File: config.mk
export PLATFORM = sky130hd
export DESIGN_NAME = p2s_sched
export DESIGN_NICKNAME = d
export VERILOG_FILES = /design/src/rtl/p2s_sched.sv
export SDC_FILE = /design/constraint.sdc
export NUM_CORES = 1
export LEC_CHECK = 0
export CAP_MARGIN = 20
export CORE_MARGIN = 2
export CORE_UTILIZATION = 30
export DETAILED_ROUTE_END_ITERATION = 12
export SLEW_MARGIN = 25
export SYNTH_ARGS = -nofsm -noshare
export SYNTH_HDL_FRONTEND = slang
export SYNTH_SLANG_ARGS = --single-unit
File: constraint.sdc
create_clock -name i_clk -period 1.82 [get_ports i_clk]
set_input_delay 0.455 -clock i_clk [delete_from_list [all_inputs] [get_ports i_clk]]
set_output_delay 0.455 -clock i_clk [all_outputs]
set_load 0.005 [all_outputs]
File: src/rtl/p2s_sched.sv
// p2s_sched: round-robin scheduler that shares one parallel-to-serial
// serializer between N_REQ requesters. It arbitrates among eligible
// requesters, captures the winning word and sequences load/shift/gap
// for the serializer, along with bit-position and framing status.
module p2s_sched #(
   parameter int N_REQ = 4,
   parameter int WIDTH = 16,
   parameter int GAP   = 1,
   parameter int IDW   = 2
) (
   input  logic                   i_clk,
   input  logic                   i_rst,
   input  logic [N_REQ-1:0]       i_req,
   input  logic [N_REQ*WIDTH-1:0] i_data,
   input  logic [N_REQ-1:0]       i_mask,
   output logic [N_REQ-1:0]       o_ack,
   output logic [IDW-1:0]         o_grant_id,
   output logic [WIDTH-1:0]       o_word,
   output logic                   o_load,
   output logic                   o_enable,
   output logic [3:0]             o_bit_cnt,
   output logic                   o_last,
   output logic                   o_busy
);

   typedef enum logic [1:0] {
      ST_IDLE,
      ST_LOAD,
      ST_SHIFT,
      ST_GAP
   } state_t;

   localparam logic [3:0]     CNT_LAST  = 4'(WIDTH - 1);
   localparam logic [3:0]     GAP_LAST  = (GAP > 0) ? 4'(GAP - 1) : 4'd0;
   localparam logic [IDW-1:0] RR_LAST   = IDW'(N_REQ - 1);

   state_t           state_q, state_d;
   logic [IDW-1:0]   rr_q, rr_d;
   logic [IDW-1:0]   grant_q, grant_d;
   logic [WIDTH-1:0] word_q, word_d;
   logic [3:0]       bit_cnt_q, bit_cnt_d;
   logic [3:0]       gap_cnt_q, gap_cnt_d;

   logic [N_REQ-1:0] eligible;
   logic             found;
   logic [IDW-1:0]   winner;

   // Pick the first eligible requester at or after the rr pointer, wrapping around
   always_comb begin
      eligible = i_req & ~i_mask;
      found    = 1'b0;
      winner   = '0;
      for (int i = 0; i < N_REQ; i++) begin
         if (!found && eligible[(int'(rr_q) + i) % N_REQ]) begin
            found  = 1'b1;
            winner = IDW'((int'(rr_q) + i) % N_REQ);
         end
      end
   end

   // Next-state logic: capture in IDLE, advance rr in LOAD, count shift and gap cycles
   always_comb begin
      state_d   = state_q;
      rr_d      = rr_q;
      grant_d   = grant_q;
      word_d    = word_q;
      bit_cnt_d = bit_cnt_q;
      gap_cnt_d = gap_cnt_q;
      case (state_q)
         ST_IDLE: begin
            if (found) begin
               grant_d = winner;
               word_d  = i_data[int'(winner)*WIDTH +: WIDTH];
               state_d = ST_LOAD;
            end
         end
         ST_LOAD: begin
            rr_d      = (grant_q == RR_LAST) ? '0 : grant_q + 1'b1;
            bit_cnt_d = '0;
            state_d   = ST_SHIFT;
         end
         ST_SHIFT: begin
            if (bit_cnt_q == CNT_LAST) begin
               bit_cnt_d = '0;
               if (GAP > 0) begin
                  gap_cnt_d = '0;
                  state_d   = ST_GAP;
               end else begin
                  state_d   = ST_IDLE;
               end
            end else begin
               bit_cnt_d = bit_cnt_q + 4'd1;
            end
         end
         ST_GAP: begin
            if (gap_cnt_q == GAP_LAST) begin
               state_d = ST_IDLE;
            end else begin
               gap_cnt_d = gap_cnt_q + 4'd1;
            end
         end
         default: state_d = ST_IDLE;
      endcase
   end

   // State and datapath registers; reset aborts any word in flight
   always_ff @(posedge i_clk) begin
      if (i_rst) begin
         state_q   <= ST_IDLE;
         rr_q      <= '0;
         grant_q   <= '0;
         word_q    <= '0;
         bit_cnt_q <= '0;
         gap_cnt_q <= '0;
      end else begin
         state_q   <= state_d;
         rr_q      <= rr_d;
         grant_q   <= grant_d;
         word_q    <= word_d;
         bit_cnt_q <= bit_cnt_d;
         gap_cnt_q <= gap_cnt_d;
      end
   end

   assign o_ack      = (state_q == ST_LOAD) ? (N_REQ'(1) << grant_q) : '0;
   assign o_grant_id = grant_q;
   assign o_word     = word_q;
   assign o_load     = (state_q == ST_LOAD);
   assign o_enable   = (state_q == ST_SHIFT);
   assign o_bit_cnt  = bit_cnt_q;
   assign o_last     = (state_q == ST_SHIFT) && (bit_cnt_q == CNT_LAST);
   assign o_busy     = (state_q != ST_IDLE);

endmodule

== Word-level counts from Yosys, hierarchy flattened ==
Cells that the tools add are included.
Storage, ports and cells
  flip-flop bits (word level): 30
  latch bits: 0
  RAM bits: 0
  bits in read-only memories: 0
  input port bits: 74
  output and inout bits: 30
  logic and storage cells: 80
  memories kept: 0
Cells by class
  add/sub/neg operators: 6
  multiply operators: 0
  divide/modulo/power cells: 0
  order comparisons: 4
  eq/ne operators: 9
  shifts and indexed selects: 2
  muxes and demuxes: 30
  bitwise gates (word level): 5
  reductions and logical operators: 18
Operator list (number)
  $shiftx 64x7->16: 1
  $mux 2: 8
  $mux 4: 4
  $pmux 4 s2: 2
  $lt 3x4->1 const B: 3
  $mux 1: 11
  $add 4x1->4 const B: 2
  $bmux 1 s2: 4
  $pmux 2 s4: 1
  $eq 2x2->1 const B: 3
  $ne 2x2->1 const B: 3
  $reduce_and 3->1: 2
  $reduce_bool 2->1: 3
  $reduce_or 2->1: 3
  $add 2x1->2 const B: 2
  $add 2x2->2 const B: 2
  $and 4x4->4: 1
  $eq 4x4->1 const B: 1
  $logic_and 1x1->1: 4
  $logic_not 4->1: 1
  $not 4->4: 1
  $shl 1x2->4 const A: 1
  $and 1x1->1 const A: 3
  $logic_not 1->1: 3
  5 further kinds: 5

== Logic depth before layout (Yosys ltp) ==
  depth after elaboration: 16
  depth in mapped cells: 8
  depth with buffers taken out: 7

== Worst setup path before layout ==
Ideal clock, no wire load.
  kind: input to register
  start: in i_req[3]
  end: reg word_q[0], in the netlist o_word[0]
  setup time: 0.128 ns
  arrival time: 1.573 ns
  data required time: 1.692 ns
  slack: 0.119 ns
  stages on the path: 5
  buffers on the path: 1
  cells stage by stage: nor2b_4 -> o41a_4 -> o211ai_4 -> buf_8 -> o221ai_2
Between the ends
  word-level cells in the longest chain between the ends: 14
  elaborated cells between the ends (all ways): 28
  those cells by class: 1 x shift; 19 x mux; 1 x bitwise; 7 x reduce/logical
Ends and longest elaborated chain
  from (decl): RTL line 13  | input logic [N_REQ-1:0] i_req,
  $and 4x4->4 (*): RTL line 50  | eligible = i_req & ~i_mask;
  $bmux 1 s2: RTL line 54  | if (!found && eligible[(int'(rr_q) + i) % N_REQ]) begin
  $mux 1 (not written as such): RTL line 54
  $mux 1: RTL line 54
  $logic_not 1->1: RTL line 54
  $logic_and 1x1->1: RTL line 54
  $mux 1: RTL line 54
  $logic_not 1->1: RTL line 54
  $logic_and 1x1->1: RTL line 54
  $mux 1: RTL line 54
  $logic_not 1->1: RTL line 54
  $logic_and 1x1->1: RTL line 54
  $mux 2 / $mux 1 (equally long branches): RTL line 54
  $shiftx 64x7->16 / $reduce_and 2->1 (equally long branches)
  to (signal assigned): RTL line 119  | word_q <= word_d;
  to (decl): RTL line 40  | logic [WIDTH-1:0] word_q, word_d;
Mark *: on every way between the ends. The rest lies on a longest branch, timed or not. The select of a mux whose other input is x is not followed.
A chain may end at the register's enable or synchronous reset.

== Worst setup path after layout ==
  start: reg state_q[0]
  end: out o_last
Between the ends
  word-level cells in the longest chain between the ends: 2
Ends and longest elaborated chain
  from (decl): RTL line 37  | state_t state_q, state_d;
  from (signal assigned): RTL line 116  | state_q <= state_d;
  $eq 2x2->1: RTL line 131  | assign o_last = (state_q == ST_SHIFT) && (bit_cnt_q == CNT_LAST);
  $logic_and 1x1->1: RTL line 131
  to (decl): RTL line 22  | output logic o_last,
Every way passes these cells.

==> impl_results.md <==
- Status: complete, no violations
- # setup viols final: 0
- Met2 wire length: 3450 um
- Post-synth EDFFs: 0
- Fmax: 0.567 GHz
- Sequential area share after synthesis: roughly 29%
- Nets@finish: 435
- First DRT Iteration DRCs: 48
- Peak supply drop: between 400 and 500 uV
- Wire length on met3: about 280 um
- Core area: 6790 um2
- Hold WS: approximately 470 ps
- Critical path's slowest cell: dfxtp_4
- Startpoint Class: register
- Chip Height: just under 90 um
- Die W: 87.7 um
- Cell area after layout: 3810 um2
- CTS tree: done
- Crit Path Max Fanout: 3
- P per Cell Area: 944 nW/um2
- LEAKAGE: 1.61 nW
- Rows: 30
- Nature of the critical path endpoint: output port
- Final Slew Violations: 0
- Largest net degree at the start of global routing: 17
- DR vias/cell: 4.64
- Max-Cap Viols: 0
- Period utilization: a little over nine tenths
- H-tree depth: 2
- Total GRT Usage: roughly 17%
- Critical Path RT: 1360 ps
- Post-DRT Antenna Nets: 0
- Inst Count DP: 426
- Warnings from Yosys: 0
- Worst-path clk slew: 70 ps
- Vias in the first global route: 2,028
- Area Overhead vs Synth: 81.3%
- Finished Layout Cells: 445
- Synth Cell Area: 2100 um2
- First-pass GRT wire length: about 10,000 um
- Worst-Margin Slew: 337 ps
- Worst Skew: around 4.8 ps
- Async set-or-reset flop fraction in the synthesized netlist: 0%
- Routability cong.: 0.803
- Final core occ: 56.1%
- Initial antenna violation count: 0
- Endpoints failing hold: 0
- Total grt overflow: 0
- Slew HR: around 77%
- Hpwl dp: 4850 um
- IO Count: 104
- Share of layout cells above drive strength 1: 29.2%
- Crit path kind: reg2out
- CTS buffer count: 5
- Wl on met1: 2600 um
- Syn Nets: 294
- Clock latency on the worst-skew pair: about 280 ps
- Drc violations: 0
- Slowest Stage Delay on Critical Path: roughly 380 ps
- Tightest Hold Check Type: reg2reg
- N_diodes: 0
- WL final: 6440 um
- DR vias: ~2,100
- Synth Flop Type: dfxtp_1
- Initial Utilization: 30.9%
- Synth cell types: 52
- Num Clock Sinks: 30
- Top Metal Used: met4
- First-pass detailed-route iteration total: 4
- Pwr Total: 0.00360 W
- Port bufs: roughly 100
- Worst endpoint data arrival time: 1310 ps
- Period minus WS final: 1760 ps
- Worst path cell trace: inv_4 > ha_4 > and4_1 > dlygate4sd2_1
- RSZ-0062 raised after global routing: true
- Synth Instances: approximately 210
- CTS max path bufs: 2
- Avg Inst Size Synth: 10.1 um2
- Routed WL per cell: 14.5 um
- Post-DP Area: about 3400 um2
- Hold buffers post-CTS: 0
- Die footprint: around 7700 um2
- #FFs+latches synth: 30
- Clk root buf: clkbuf_8
-- per-layer routing --
| layer | GRT usage (%) | vias to the layer above |
|---|---|---|
| li1 | - | 1039 |
| met1 | 21.3 | 970 |
| met2 | 28.7 | 47 |
| met3 | 3.11 | 8 |
| met4 | 5.17 | 0 |
| met5 | 0 | - |
-- synthesized netlist by cell type (all sizes together) (3+ instances only) --
| master | instances | area, um2 |
|---|---|---|
| mux2i | 35 | 350 |
| dfxtp | 30 | 601 |
| nor2 | 22 | 92.6 |
| nand2 | 20 | 75.1 |
| o221ai | 15 | 225 |
| ha | 12 | 150 |
| inv | 10 | 37.5 |
| a21oi | 8 | 51.3 |
| buf | 7 | 72.6 |
| and2 | 4 | 25.0 |
| nand2b | 4 | 27.5 |
| nand3 | 4 | 32.5 |
| nor2b | 4 | 42.6 |
| nor3b | 3 | 32.5 |
-- cell families after synthesis --
kind of cell	count (synthesis)	share of synthesized area, %
buffers and inverters	19	5.60
adders and majority gates	12	7.15
xor gates and xnor gates	2	0.834
and+or+nand+nor	69	18.6
DFF	30	28.6
muxes	35	16.7
AOI/OAI and AO/OA	41	22.5
-- final timing paths --
| check | start | to | slack (ps) | depth (start not counted) |
|---|---|---|---|---|
| max | state_q[0]$_SDFFE_PP0P_ | o_last | 60 | 4 |
| min | o_word[6]$_SDFFE_PP0P_ | o_word[6]$_SDFFE_PP0P_ | 470 | 2 |
| max reg2reg | rr_q[0]$_SDFFE_PP0P_ | o_word[6]$_SDFFE_PP0P_ | 110 | 7 |
| min reg2reg | o_word[6]$_SDFFE_PP0P_ | o_word[6]$_SDFFE_PP0P_ | 470 | 2 |
-- through the flow --
stage / setup slack [ps] / TNS [ps]
floorplan: 119 / 0
finish: 55.6 / 0
CTS: 7.06 / 0
detailed placement: -506 / -8430
global placement: -490 / -8410
global route: -10.7 / -10.7
-- placed cells by master (no fill, tap or decap), types with 3 or more instances in the layout --
| cell | netlist | routed |
|---|---|---|
| clkdlybuf4s50_1 | 0 | 87 |
| mux2i_1 | 35 | 29 |
| buf_4 | 1 | 27 |
| dfxtp_1 | 30 | 23 |
| nand2_1 | 20 | 20 |
| nor2_1 | 20 | 20 |
| o221ai_2 | 15 | 15 |
| dlygate4sd2_1 | 0 | 12 |
| ha_1 | 12 | 10 |
| inv_1 | 10 | 7 |
| buf_12 | 0 | 7 |
| mux2i_2 | 0 | 6 |
| a21oi_1 | 5 | 5 |
| clkbuf_8 | 0 | 5 |
| and2_1 | 4 | 4 |
| dfxtp_2 | 0 | 4 |
| nor2b_4 | 2 | 3 |
| nor3b_4 | 0 | 3 |
| nand3_1 | 3 | 3 |
| clkbuf_2 | 0 | 3 |
| dfxtp_4 | 0 | 3 |
| buf_6 | 4 | 3 |
-- state kept, by name, indices dropped and copies added, names as in the netlist --
register,count
rr_q,2
state_q,2
o_grant_id,2
o_bit_cnt,4
o_word,16
gap_cnt_q,4
-- final cells by class --
type / count / area, um2
Multi-Input combinational cell: 159 / 1510
Sequential cell: 30 / 617
Clock buffer: 7 / 76.3
Fill cell: 585 / 2990
Tap cell: 96 / 120
Timing Repair Buffer: 143 / 1450
Inverter: 10 / 42.5
-- power breakdown --
part | switching [W] | internal (W) | total, W
Sequential | 0.000128 | 0.000829 | 0.000957
Combinational | 0.000868 | 0.00125 | 0.00212
Clock | 0.000255 | 0.000263 | 0.000518
Total | 0.00125 | 0.00234 | 0.00360
-- repair_timing --
action,in CTS,in global routing
setup buffers,10,0
endpoints found under the hold margin,0,0
endpoints found under the setup margin,25,18
resized for setup,57,9
pin swaps,7,5
cloned,2,0
-- critical path, delay by kind of cell, from the launching register on --
family                   cells  cell delay [ps]
adder cells (fa/ha/maj)      1              160
buffers and inverters        2              310
flip-flops                   1              380
AND/OR/NAND/NOR              1              180
(Power assumes the default switching activity.)
